--- config.mk ---
export PLATFORM = sky130hd
export DESIGN_NAME = ssd_display_arbiter
export DESIGN_NICKNAME = d
export VERILOG_FILES = /design/src/rtl/ssd_display_arbiter.sv
export SDC_FILE = /design/constraint.sdc
export NUM_CORES = 1
export LEC_CHECK = 0
export ABC_AREA = 1
export BUFFER_PORTS_ARGS = -buffer_cell sky130_fd_sc_hd__clkbuf_2
export CAP_MARGIN = 10
export CORE_ASPECT_RATIO = 0.8
export CORE_MARGIN = 3
export CORE_UTILIZATION = 45
export DETAILED_ROUTE_END_ITERATION = 10
export SLEW_MARGIN = 20
export SYNTH_ARGS = -nofsm -noshare
export SYNTH_HDL_FRONTEND = slang
export SYNTH_SLANG_ARGS = --single-unit
--- constraint.sdc ---
create_clock -name CLK -period 4.7 [get_ports CLK]
set_input_delay 0.235 -clock CLK [delete_from_list [all_inputs] [get_ports CLK]]
set_output_delay 0.235 -clock CLK [all_outputs]
set_load 0.005 [all_outputs]
--- src/rtl/ssd_display_arbiter.sv ---
`default_nettype none
// ============================================================================
// Module      : ssd_display_arbiter
// Description : Round-robin arbiter sharing one 4-digit seven-segment display
//               path between three sources (servo position, SPI joystick
//               sample, debug value). Each grant holds the display for at
//               least DWELL_CYCLES. The granted value is routed to the display
//               controller, and a one-cycle START pulse kicks the BCD
//               converter both periodically and right after a source switch.
// Ports       : CLK        - system clock
//               RST        - synchronous active-high reset
//               REQ[2:0]   - level-sensitive request, bit i = source i
//               DIN0..2    - 10-bit source values
//               GNT[2:0]   - one-hot grant, zero when idle
//               SRC[1:0]   - current or last granted source index
//               DOUT[9:0]  - value routed to the display controller
//               DOUT_VALID - high while a grant is active
//               START      - one-cycle BCD conversion start pulse
// Revision    : 1.0 - initial release
// ============================================================================
module ssd_display_arbiter #(
  parameter int DWELL_CYCLES = 100000000,
  parameter int REFRESH_DIV  = 50000
) (
  input  logic       CLK,
  input  logic       RST,
  input  logic [2:0] REQ,
  input  logic [9:0] DIN0,
  input  logic [9:0] DIN1,
  input  logic [9:0] DIN2,
  output logic [2:0] GNT,
  output logic [1:0] SRC,
  output logic [9:0] DOUT,
  output logic       DOUT_VALID,
  output logic       START
);

  localparam int DW = (DWELL_CYCLES > 1) ? $clog2(DWELL_CYCLES) : 1;
  localparam int RW = (REFRESH_DIV > 1) ? $clog2(REFRESH_DIV) : 1;
  localparam logic [DW-1:0] c_dwell_load  = DW'(DWELL_CYCLES - 1);
  localparam logic [RW-1:0] c_refresh_top = RW'(REFRESH_DIV - 1);

  typedef enum logic [0:0] {
    ST_IDLE = 1'b0,
    ST_HOLD = 1'b1
  } state_t;

  state_t        r_state, w_state_nxt;
  logic [1:0]    r_last, w_last_nxt;
  logic [DW-1:0] r_dwell, w_dwell_nxt;
  logic [RW-1:0] r_refresh, w_refresh_nxt;
  logic [2:0]    r_gnt, w_gnt_nxt;
  logic [1:0]    r_src, w_src_nxt;
  logic [9:0]    r_dout, w_dout_nxt;
  logic          r_valid, w_valid_nxt;
  logic          r_start, w_start_nxt;
  logic          r_pend;        // a grant or switch happened on the last edge
  logic          w_grant_evt;
  logic [2:0]    w_others;
  logic [2:0]    w_pool;
  logic [1:0]    w_win;

  // Round-robin pick: search from (last+1) mod 3 upward with wrap.
  function automatic logic [1:0] f_rr(input logic [2:0] req, input logic [1:0] last);
    logic [1:0] r;
    case (last)
      2'd0:    r = req[1] ? 2'd1 : (req[2] ? 2'd2 : 2'd0);
      2'd1:    r = req[2] ? 2'd2 : (req[0] ? 2'd0 : 2'd1);
      default: r = req[0] ? 2'd0 : (req[1] ? 2'd1 : 2'd2);
    endcase
    return r;
  endfunction

  function automatic logic [9:0] f_din(input logic [1:0] idx,
                                       input logic [9:0] d0,
                                       input logic [9:0] d1,
                                       input logic [9:0] d2);
    logic [9:0] v;
    case (idx)
      2'd0:    v = d0;
      2'd1:    v = d1;
      default: v = d2;
    endcase
    return v;
  endfunction

  // At dwell expiry with the owner still requesting, only the other
  // requesters compete; in every other case the whole request vector does.
  always_comb begin
    w_others        = REQ;
    w_others[r_src] = 1'b0;
    w_pool = (r_state == ST_HOLD && REQ[r_src]) ? w_others : REQ;
    w_win  = f_rr(w_pool, r_last);
  end

  always_comb begin
    w_state_nxt = r_state;
    w_last_nxt  = r_last;
    w_dwell_nxt = r_dwell;
    w_gnt_nxt   = r_gnt;
    w_src_nxt   = r_src;
    w_dout_nxt  = r_dout;
    w_valid_nxt = r_valid;
    w_grant_evt = 1'b0;

    case (r_state)
      ST_IDLE: begin
        w_gnt_nxt   = 3'b000;
        w_valid_nxt = 1'b0;
        if (|REQ) begin
          w_grant_evt = 1'b1;
        end
      end
      default: begin
        w_dout_nxt = f_din(r_src, DIN0, DIN1, DIN2);
        if (r_dwell != '0) begin
          w_dwell_nxt = r_dwell - 1'b1;
        end
        if (!REQ[r_src]) begin
          // Early release takes precedence over a coincident expiry.
          if (|REQ) begin
            w_grant_evt = 1'b1;
          end else begin
            w_state_nxt = ST_IDLE;
            w_gnt_nxt   = 3'b000;
            w_valid_nxt = 1'b0;
            w_dout_nxt  = r_dout;
            w_last_nxt  = r_src;
          end
        end else if (r_dwell == '0) begin
          if (|w_others) begin
            w_grant_evt = 1'b1;
          end else begin
            w_dwell_nxt = c_dwell_load;
          end
        end
      end
    endcase

    if (w_grant_evt) begin
      w_state_nxt = ST_HOLD;
      w_gnt_nxt   = 3'b001 << w_win;
      w_src_nxt   = w_win;
      w_last_nxt  = w_win;
      w_dout_nxt  = f_din(w_win, DIN0, DIN1, DIN2);
      w_valid_nxt = 1'b1;
      w_dwell_nxt = c_dwell_load;
    end

    // The switch pulse lands one cycle after GNT changes and re-phases the
    // refresh counter; a coincident periodic pulse merges into it. START is
    // suppressed whenever the next cycle is idle.
    w_start_nxt = w_valid_nxt &&
                  (r_pend || (r_valid && (r_refresh == c_refresh_top)));
    if (r_pend || (r_refresh == c_refresh_top)) begin
      w_refresh_nxt = '0;
    end else begin
      w_refresh_nxt = r_refresh + 1'b1;
    end
  end

  always_ff @(posedge CLK) begin
    if (RST) begin
      r_state   <= ST_IDLE;
      r_last    <= 2'd2;
      r_dwell   <= '0;
      r_refresh <= '0;
      r_gnt     <= 3'b000;
      r_src     <= 2'd0;
      r_dout    <= 10'd0;
      r_valid   <= 1'b0;
      r_start   <= 1'b0;
      r_pend    <= 1'b0;
    end else begin
      r_state   <= w_state_nxt;
      r_last    <= w_last_nxt;
      r_dwell   <= w_dwell_nxt;
      r_refresh <= w_refresh_nxt;
      r_gnt     <= w_gnt_nxt;
      r_src     <= w_src_nxt;
      r_dout    <= w_dout_nxt;
      r_valid   <= w_valid_nxt;
      r_start   <= w_start_nxt;
      r_pend    <= w_grant_evt;
    end
  end

  assign GNT        = r_gnt;
  assign SRC        = r_src;
  assign DOUT       = r_dout;
  assign DOUT_VALID = r_valid;
  assign START      = r_start;

endmodule
`default_nettype wire

# [Yosys cells after proc, flatten, opt, wreduce, memory -nomap -nowiden]
# Cells that the tools add are included.
[word_totals] regBits=64 out_inout_bits=17
[classes] add_sub_neg=2 order_cmp=2 eq_ne=8 shifts=1 muxes=44 bitwise_logic=2 n_reduce_logical=20
[ops] operator="$mux 27" n=6
[ops] operator="$mux 10" n=4
[ops] operator="$pmux 10 s2" n=2
[ops] operator="$logic_not 27->1" n=1
[ops] operator="$reduce_bool 27->1" n=1
[ops] operator="$sub 27x1->27 const B" n=1
[ops] operator="$mux 2" n=9
[ops] operator="$add 16x1->16 const B" n=1
[ops] operator="$eq 16x16->1 const B" n=1
[ops] operator="$mux 1" n=15
[ops] operator="$mux 3" n=5
[ops] operator="$eq 2x1->1 const B" n=3
[ops] operator="$logic_not 2->1" n=3
[ops] operator="$ne 3x3->1 const B" n=2
[ops] operator="$reduce_or 3->1" n=2
[ops] operator="$logic_and 1x1->1" n=4
[ops] operator="$ne 2x2->1 const B" n=2
[ops] operator="$pmux 2 s2" n=1
[ops] operator="$reduce_and 2->1" n=2
[ops] operator="$reduce_or 2->1" n=2
[ops] operator="$and 3x3->3" n=1
[ops] operator="$lt 2x3->1 const B" n=1
[ops] operator="$not 3->3" n=1
[ops] operator="$reduce_and 3->1" n=1
[ops] operator="other kinds (7)" n=8

# [Longest topological paths before layout]
# Gate-level depths: netlist of run 1.
[logic_depth] ltp_word=13 ltp_mapped=16

# [Worst setup path after synthesis of run 1]
# Ideal clock, no wire load.
[synth_path] path_kind="register to register" start="reg r_dwell[0]" end="reg r_dout[9] (netlist: DOUT[9])" arrival_time_ns=1.667 t_required_ns=4.568 setup_slack_ns=2.901 stages_incl_launch_ff=15 cell_sequence="dfxtp_1 > inv_1 > ha_1 > nand2_1 > nor2_1 > nand2_1 > nor2_4 > nand2_2 > nand2_2 > nand3_2 > buf_2 > a21oi_1 > nand3_1 > nand2_1 > a21oi_1"
[synth_between] elab_chain_cells=6 elab_cells_between_ends=8
[synth_lines] element="start: declaration" line_no="50" rtl="logic [DW-1:0] r_dwell, w_dwell_nxt;"
[synth_lines] element="start signal: assignment" line_no="177" rtl="r_dwell <= w_dwell_nxt;"
[synth_lines] element="$logic_not 27->1 (*)" line_no="130" rtl="end else if (r_dwell == '0) begin"
[synth_lines] element="$mux 1 (*)" line_no="130"
[synth_lines] element="$mux 1 (*)" line_no="119" rtl="if (!REQ[r_src]) begin"
[synth_lines] element="$mux 1 (*)" line_no="106" rtl="case (r_state)"
[synth_lines] element="$reduce_bool 3->1 (no source line) or $reduce_bool 2->1 (tied branches)"
[synth_lines] element="$reduce_and 2->1 (no source line)"
[synth_lines] element="end signal: assignment" line_no="181" rtl="r_dout <= w_dout_nxt;"
[synth_lines] element="end: declaration" line_no="54" rtl="logic [9:0] r_dout, w_dout_nxt;"
# Mark *: on every way between the ends. The rest lies on a longest branch, timed or not.
# A chain may end at the register's enable or synchronous reset.

# [Worst setup path in the final report of run 1]
[layout_path] start="reg r_src[1] (netlist: SRC[1])" end="reg r_dwell[18]"
[layout_between] elab_chain_cells=12 elab_cells_between_ends=20
[layout_lines] element="start: declaration" line_no="53" rtl="logic [1:0] r_src, w_src_nxt;"
[layout_lines] element="start signal: assignment" line_no="180" rtl="r_src <= w_src_nxt;"
[layout_lines] element="$lt 2x3->1 (implied by the code) or $ge 2x1->1 (tied branches)" line_no="91" rtl="w_others[r_src] = 1'b0;"
[layout_lines] element="$logic_and 1x1->1 (implied by the code)" line_no="91"
[layout_lines] element="$mux 1 (implied by the code)" line_no="91"
[layout_lines] element="$demux 1 s2" line_no="91"
[layout_lines] element="$not 3->3 (no source line)"
[layout_lines] element="$and 3x3->3 (no source line)"
[layout_lines] element="$reduce_or 3->1" line_no="131" rtl="if (|w_others) begin"
[layout_lines] element="$mux 27 or $mux 1 (tied branches)" line_no="131"
[layout_lines] element="$mux 27 or $mux 1 (tied branches)" line_no="130"
[layout_lines] element="$mux 27 or $mux 1 (tied branches)" line_no="119"
[layout_lines] element="$mux 27 or $mux 1 (tied branches)" line_no="106"
[layout_lines] element="$mux 27 or $reduce_bool 2->1 (tied branches)"
# Several ways; a longest one is shown, not always the timed one. The select of a mux whose other input is x is not followed.

==> out/metrics.yaml, run 1 <==
hold_buffers: 0
start_util: 0.465
cp-start-kind: "register"
synth-seq-area-share: 0.322
tightestPinTransition_ps: 905
wl_met1_um: 5410
fin_util: 0.524
grt_max_degree: 32
cts_resized: 0
timing.rr.end: "r_dwell[18]"
slowest_stage: "nor2_1"
yosysMostFrequentCell: "nand2_1"
final_area_sq_um: 4490
ant_nets: 0
design.core.area_sq_um: 8560
drive_above_1_share: 0.159
syn2layout_area_growth_pct: 12.7
post-route-min-period_ps: 3030
hp-class: "in -> reg"
place.gp.congestion: 0.927
hold_depth: 5
drc: 0
avgSynthCellArea_sq_um: 6.32
dp_hpwl_um: 8020
netlist.area_leader.share: 0.322
die_w_um: 111
cts_buffers: 9
crit_buf_inv: 3
die-area_sq_um: 10000
n_antenna_cell: 0
die_y_um: 90.1
first_pass_iters: 5
cts_buffer_depth: 2
slew_headroom: 0.396
fillCellCount: 881
root_buffer: "clkbuf_8"
cts_tree: "built"
rows: 30
r2r_start: "SRC[1]"
wl_um: 11000
grt_pass1_wl_um: 18500
clock_skew_ps: 13.0
clk_latency_ps: 360
synthCells: 630
path_max_fanout: 29
nets: 708
syn_nets: 668
r2r_cells: 12
finalCritPeriodShare: 0.645
met2WireLength_um: 4670
min_from: "DIN1[3]"
timing.setup.tns_ps: 0
run_status: "complete, no violations"
rsz0062_at_grt: "no"
yosys_most_used_dff: "dfxtp_1"
worstSetupPathType: "reg -> reg"
cp.arrival_ps: 3250
synth_area_leaders: "dfxtp_1 (32%), nand2_1 (15%), nand3_1 (7.7%)"
synth_common_cells: "nand2_1 (155), nor2_1 (72), inv_1 (66)"
overflow: 0
met3WireLength_um: 732
p_per_area_nw_per_um2: 363
io_buffers: 51
clk_pin_slew_ps: 90
synth.cell_area_sq_um: 3980
cts.sinks: 64
max_freq_mhz: 330
slew_violations: 0
drv_cap: 0
first_global_vias: 3881
vias: 4167
cp.required_ps: 4920
postCtsSetupBuffers: 0
slowest_delay_ps: 670
routedWlPerCell_um: 13.9
grt_usage: 0.225
antenna_found_initial: 0
synth_top_area_cell: "dfxtp_1"
setup_viol: 0
drt_iter0_markers: 321
end_kind: "register"
rrSetupSlack_ps: 1670
p_leak_nw: 2.01
synth_edf_count: 0
cts_htree_levels: 3
hold_violations: 0
synth_warnings: 0
critPathTopFamily: "simple AND/OR/NAND/NOR gates"
crit_path_cell_trace: "nor2_1 -> inv_1 -> nand2_1 -> nand2_1 -> nor2_2 -> inv_2 -> nand2_2 -> nand2_2 -> nand3_2 -> inv_6 -> a211oi_1 -> nor2_1"
async_flop_share: 0
holdPathEnd: "DOUT[3]"
routed.top_layer: "met4"
synth_cell_type_count: 40
vias_per_cell: 5.29
power_mw: 1.63
io_pins: 52
place_area_sq_um: 4260
vdd_drop_max_uv: 200
ys_ff_latch: 64
## cell families after synthesis
family / after synthesis / share of synthesized area
buf+inv: 98 / 0.103
simple gates: 344 / 0.385
xor+xnor: 11 / 0.0242
flops: 64 / 0.322
fa+ha+maj: 3 / 0.00943
compound gates: 110 / 0.156
## registers in the layout (all words and copies together) (netlist names), 2 cells and up
| name | count |
|---|---|
| r_refresh | 16 |
| GNT | 3 |
| SRC | 2 |
| r_dwell | 27 |
| DOUT | 10 |
| r_last | 2 |
## layout make-up
type | instances | area [sq um] | area share
Inverter | 75 | 287 | 0.0639
Tap cell | 112 | 140 | 0.0312
Multi-Input combinational cell | 468 | 2290 | 0.510
Sequential cell | 64 | 1280 | 0.286
Timing Repair Buffer | 52 | 263 | 0.0586
Clock buffer | 9 | 124 | 0.0276
Clock inverter | 7 | 101 | 0.0226
## worst reg2reg max path, stage by stage, from the launching register on
cell      delay [ps]
dfxtp_1          490
nor2_1           670
inv_1            130
nand2_1           90
nand2_1           60
nor2_2           160
inv_2             80
nand2_2           70
nand2_2          140
nand3_2          550
inv_6            120
a211oi_1         280
nor2_1            70
## per-layer routing
metal  track usage  vias up
met5             0        -
met4        0.0669        0
met3        0.0491       14
met2         0.336      146
met1         0.325     1874
li1              -     2133
## worst max path at each step
stage | from | to | slack, ps | depth (start not counted)
floorplan | r_dwell[0] | DOUT[9] | 2900 | 14
global placement | r_dwell[0] | DOUT[6] | 1770 | 13
detailed placement | SRC[1] | r_dwell[17] | 1700 | 13
CTS | SRC[1] | r_dwell[17] | 1680 | 13
global route | SRC[1] | DOUT[6] | 1350 | 13
finish | SRC[1] | r_dwell[18] | 1670 | 12
## placed cells by master (no fill, tap or decap), drive strengths merged
master and instances:
nand2 163, nor2 85, inv 77, dfxtp 64
nand3 64, clkbuf 60, a21oi 51, o21ai 36
nor3 13, nand4 11, xor2 10, a31oi 7
nor3b 4, o21a 4, o211ai 4, nor4 3
a211oi 3, ha 3, clkinvlp 2, bufinv 2
a21boi 1, a22oi 1, o211a 1, o31ai 1
o221ai 1, and2 1, xnor2 1, clkinv 1
buf 1
## report_power, final
group	switching, mW	internal [mW]	leakage [nW]
clock	0.249	0.303	0.106
combinational	0.276	0.150	1.38
sequential	0.0553	0.595	0.528
total	0.581	1.05	2.01
## stage by stage
step | hold slack [ps] | worst slack [ps] | cells
floorplan | 404 | 2900 | 630
detailed placement | 438 | 1700 | 771
global route | 272 | 1350 | 787
global placement | 434 | 1770 | 771
finish | 236 | 1670 | 787
CTS | 226 | 1680 | 787
Power figures use the tool's default switching activity.
==> inputs of run 2 (changes only) <==
--- a/config.mk
+++ b/config.mk
@@ -12,6 +12,7 @@
 export CORE_MARGIN = 3
 export CORE_UTILIZATION = 45
 export DETAILED_ROUTE_END_ITERATION = 10
+export PLACE_DENSITY = 0.67
 export SLEW_MARGIN = 20
 export SYNTH_ARGS = -nofsm -noshare
 export SYNTH_HDL_FRONTEND = slang
==> constraint.sdc (replaced) <==
create_clock -name CLK -period 2.6 [get_ports CLK]
set_input_delay 0.13 -clock CLK [delete_from_list [all_inputs] [get_ports CLK]]
set_output_delay 0.13 -clock CLK [all_outputs]
set_load 0.005 [all_outputs]
==> run 2 against run 1 <==
Effect of this change:
- critical endpoint is now r_last[1]
- core utilization up 0.63 points
- clock power up 56%
- sequential share of layout area down 0.34 points
- via count up 3.4%
- first-iteration DRC count up 51%
- worst setup slack worse by 1400 ps
- largest cell class unchanged
- worst hold slack worse by 170 ps
- final cell count up 1.3%
- final area up 1.2%
- flip-flop and latch count unchanged
- die area unchanged
- combinational power up 95%
- highest routed layer unchanged
==> out/metrics.yaml, run 2 (same netlist as run 1, synthesis figures left out) <==
mostFrequentLayoutCell: "nand2_1"
hp-class: "in -> reg"
timing.rr.end: "r_last[1]"
slowest_delay_ps: 350
hold_buffers: 0
fin_util: 0.530
cp-start-kind: "register"
first_global_vias: 3871
routedWlPerCell_um: 14.1
grt_usage: 0.219
tightestPinTransition_ps: 564
p_leak_nw: 2.06
cts_buffer_depth: 2
antenna_found_initial: 0
cts.sinks: 64
slew_violations: 0
slowest_stage: "dfxtp_1"
p_per_area_nw_per_um2: 629
crit_path_start: "r_dwell[0]"
clk_pin_slew_ps: 70
hold_depth: 2
drive_above_1_share: 0.169
cp.required_ps: 2890
p_comb_frac: 0.291
r2r_cells: 15
slew_headroom: 0.624
ant_nets: 0
regMostFlops: "r_dwell"
cts_htree_levels: 3
grt_max_degree: 26
dp.cells: 782
clockPowerShare: 0.301
fillCellCount: 870
seq_area_sq_um: 1280
clk_latency_ps: 350
syn2layout_area_growth_pct: 14.1
die_w_um: 111
finalCritPeriodShare: 0.897
place.gp.congestion: 0.931
post-route-min-period_ps: 2330
final_cell_mix: "nand2_1 (155), nor2_1 (72), inv_1 (66)"
drt_iter0_markers: 485
root_buffer: "clkbuf_8"
run_status: "complete, no violations"
vias: 4310
drv_cap: 0
cts_resized: 0
postCtsSetupBuffers: 0
rrSetupSlack_ps: 270
timing.setup.tns_ps: 0
cts_buffers: 9
wl_um: 11200
swShare: 0.356
path_max_fanout: 19
design.core.area_sq_um: 8560
max_freq_mhz: 429
die-area_sq_um: 10000
internal_power_mw: 1.84
end_kind: "register"
drc: 0
setup_viol: 0
p_switching_mw: 1.02
clock_skew_ps: 13.5
start_util: 0.465
crit_path_cell_trace: "inv_1 -> ha_1 -> nand2_1 -> nor2_1 -> nand2_1 -> nor2_4 -> nand2_2 -> nand2_2 -> nand3_2 -> buf_4 -> inv_6 -> nand2_2 -> o21ai_2 -> inv_2 -> o21ai_2"
rsz0062_at_grt: "no"
die_y_um: 90.1
cp.arrival_ps: 2620
r2r_start: "r_dwell[0]"
crit_end: "r_last[1]"
worstSetupPathType: "reg -> reg"
hold_violations: 0
power_frac_seq: 0.409
io_pins: 52
largest_reg_flops: 27
overflow: 0
vdd_drop_max_uv: 476
place_ws_ps: 303
finalNonFillerCells: 797
cp_common_cell: "nand2_2"
multi_input_area_sq_um: 2290
vias_per_cell: 5.41
first_pass_iters: 7
nets: 719
cts_tree: "built"
n_antenna_cell: 0
setup_slack_ps: 267
io_buffers: 51
rows: 30
grt_pass1_wl_um: 18300
dp_hpwl_um: 8360
==> run 2: cell types whose count changed in the layout (fill, tap and decap cells not counted), sizes merged <==
cell / change
buf: +11
clkbuf: +2
inv: -2
bufinv: -1
clkinv: +1
clkinvlp: -1
==> run 2: power groups by stage <==
stage | Clock [mW] | Combinational (mW) | Sequential [mW]
4_1_cts | 0.886 | 0.819 | 1.16
5_1_grt | 0.921 | 0.928 | 1.18
3_3_place_gp | 0 | 0.800 | 1.18
3_5_place_dp | 0 | 0.815 | 1.18
6_report | 0.859 | 0.829 | 1.17
2_1_floorplan | 0 | 0.595 | 1.17
==> run 2: worst min-delay path by stage <==
| stage | from | endpoint |
|---|---|---|
| after floorplan | REQ[2] | DOUT[0] |
| after global placement | r_refresh[0] | r_refresh[0] |
| after detailed placement | RST | r_dwell[26] |
| after CTS | RST | r_dwell[23] |
| after global routing | RST | r_dwell[20] |
| final | RST | r_dwell[26] |
==> run 2: final cells by class <==
cell class                      instances  area share
Clock buffer                           11      0.0311
Sequential cell                        64       0.282
Clock inverter                          4      0.0121
Multi-Input combinational cell        468       0.504
Inverter                               75      0.0631
Timing Repair Buffer                   63      0.0761
Tap cell                              112      0.0309
==> run 2: layer usage <==
layer	vias up	global-route usage	wire, um
met5	-	0	0
met2	185	0.344	5100
met3	23	0.0518	897
met1	1945	0.301	5030
met4	0	0.0669	187
li1	2157	-	-
==> run 2: per-stage QoR <==
stage                     hold WS, ps  area (sq um)  total power [mW]
final                            62.3          4540              2.85
after floorplan                   299          3980              1.76
after detailed placement          437          4340              2.00
after CTS                        55.4          4540              2.87
after global placement            431          4340              1.98
after global routing             61.9          4540              3.03
==> run 2: critical path, delay by kind of cell (launching register included) <==
family,cells,cell delay (ps)
simple gates,8,950
buf+inv,4,590
flops,1,350
compound gates,2,190
fa+ha+maj,1,190
==> inputs of run 3 (changes only) <==
--- a/config.mk
+++ b/config.mk
@@ -12,7 +12,6 @@
 export CORE_MARGIN = 3
 export CORE_UTILIZATION = 45
 export DETAILED_ROUTE_END_ITERATION = 10
-export PLACE_DENSITY = 0.67
 export SLEW_MARGIN = 20
 export SYNTH_ARGS = -nofsm -noshare
 export SYNTH_HDL_FRONTEND = slang
==> constraint.sdc (replaced) <==
create_clock -name CLK -period 2.5 [get_ports CLK]
set_input_delay 0.125 -clock CLK [delete_from_list [all_inputs] [get_ports CLK]]
set_output_delay 0.125 -clock CLK [all_outputs]
set_load 0.005 [all_outputs]
==> run 3 against run 2 <==
Effect of this change:
- first-iteration DRC count shrank 35%
- flip-flop and latch count is the same
- final area grew 0.88%
- sequential share of layout area shrank 0.25 points
- clock power grew 6.4%
- final cell count grew 0.50%
- routed wire length grew 2.6%
- global-route usage grew 1.2 points
- worst hold slack gained 78 ps
- die area is the same
- non-clock buffer count grew 5
- combinational power grew 6.6%
- critical path type unchanged
- highest routed layer unchanged
==> out/metrics.yaml, run 3 (same netlist as run 1, synthesis figures left out) <==
run_status: "complete, no violations"
nets: 724
crit_path_cell_trace: "inv_1 -> ha_1 -> nand2_1 -> nor2_1 -> nand2_1 -> nor2_4 -> nand2_2 -> nand2_2 -> nand3_2 -> buf_4 -> a21oi_1 -> nand3_1 -> nand2_1 -> a21oi_1"
p_per_area_nw_per_um2: 656
routedWlPerCell_um: 14.4
antenna_found_initial: 0
timing.setup.tns_ps: 0
root_buffer: "clkbuf_8"
regMostFlops: "r_dwell"
vias: 4303
slew_headroom: 0.649
r2r_start: "r_dwell[0]"
use_met2: 0.357
drv_cap: 0
vdd_drop_max_uv: 403
grt_max_degree: 23
final_cell_mix: "nand2_1 (155), nor2_1 (72), inv_1 (66)"
cp-start-kind: "register"
rrSetupSlack_ps: 250
place.gp.congestion: 0.957
start_util: 0.465
wl_um: 11500
hold_depth: 5
tightestPinTransition_ps: 525
rsz0062_at_grt: "no"
vias_per_cell: 5.37
grt_util_met1: 0.318
clock_skew_ps: 14.1
slowest_stage: "dfxtp_1"
cts_buffer_depth: 2
min_from: "DIN1[8]"
cp.required_ps: 2730
p_leak_nw: 2.08
end_kind: "register"
worstSetupPathType: "reg -> reg"
ant_nets: 0
grt_pass1_wl_um: 19000
hp-class: "in -> reg"
grt.busiest_layer: "met2"
finalCritPeriodShare: 0.900
hold_violations: 0
syn2layout_area_growth_pct: 15.1
grt_usage: 0.232
crit_path_start: "r_dwell[0]"
max_freq_mhz: 444
first_pass_iters: 7
cts_buffers: 9
slowest_delay_ps: 350
overflow: 0
cp_common_cell: "nand2_1"
power_mw: 3.01
drt_iter0_markers: 315
dp_hpwl_um: 8540
cts.sinks: 64
clk_latency_ps: 350
r2r_cells: 14
die_y_um: 90.1
crit_end: "DOUT[6]"
mostFrequentLayoutCell: "nand2_1"
fin_util: 0.535
design.core.area_sq_um: 8560
setup_viol: 0
clk_pin_slew_ps: 80
first_global_vias: 3925
cts_htree_levels: 3
path_max_fanout: 22
drc: 0
die_w_um: 111
drive_above_1_share: 0.176
post-route-min-period_ps: 2250
timing.rr.end: "DOUT[6]"
rows: 30
slew_violations: 0
io_buffers: 51
largest_reg_flops: 27
cp.arrival_ps: 2480
n_antenna_cell: 0
io_pins: 52
die-area_sq_um: 10000
cts_tree: "built"
grtUsageMet3: 0.0619
==> run 3: changes by cell type in the layout (fill, tap and decap cells not counted), sizes merged <==
cell / change
buf: +5
clkinv: -1
==> run 3: worst max-delay path: cells and delay by family, from the launching register on <==
kind	cells	cell delay, ps
AOI/OAI and AO/OA	2	210
adders and majority gates	1	180
buffers and inverters	2	420
DFF	1	350
and+or+nand+nor	9	950
==> run 3: worst min-delay path by stage <==
| stage | end |
|---|---|
| 3_5_place_dp | r_refresh[0] |
| 2_1_floorplan | DOUT[0] |
| 6_report | DOUT[8] |
| 5_1_grt | DOUT[9] |
| 4_1_cts | DOUT[9] |
| 3_3_place_gp | r_refresh[0] |
==> run 3: final cells by class <==
class	count	area, sq um
well taps	112	140
fillers	883	3980
repair buffers	68	383
inverters	75	287
multi-input cells	468	2290
flip-flops and latches	64	1280
clock buffers	11	151
clock inverters	3	42.5
==> run 3: metrics by stage <==
stage	hold WS, ps	worst slack, ps	instance area, sq um	std cells
5_1_grt	151	41.2	4580	801
3_5_place_dp	440	168	4370	786
4_1_cts	114	113	4570	800
2_1_floorplan	294	701	3980	630
3_3_place_gp	435	192	4370	786
6_report	140	250	4580	801
==> run 3: power by group <==
group          leakage, nW  total (mW)  switching (mW)  internal [mW]
combinational         1.46       0.884           0.565          0.319
clock               0.0973       0.914           0.412          0.502
sequential           0.528        1.21          0.0877           1.12
==> run 3: routing by layer <==
metal | vias up | share of wire
met2 | 171 | 0.44
met5 | - | 0
li1 | 2169 | -
met4 | 0 | 0.014
met3 | 17 | 0.079
met1 | 1946 | 0.46
==> run 3: timing repair <==
item,CTS,global route
endpoints found under the setup margin,0,17
buffers inserted,0,1
hold buffers,0,0
gates resized for setup,0,1
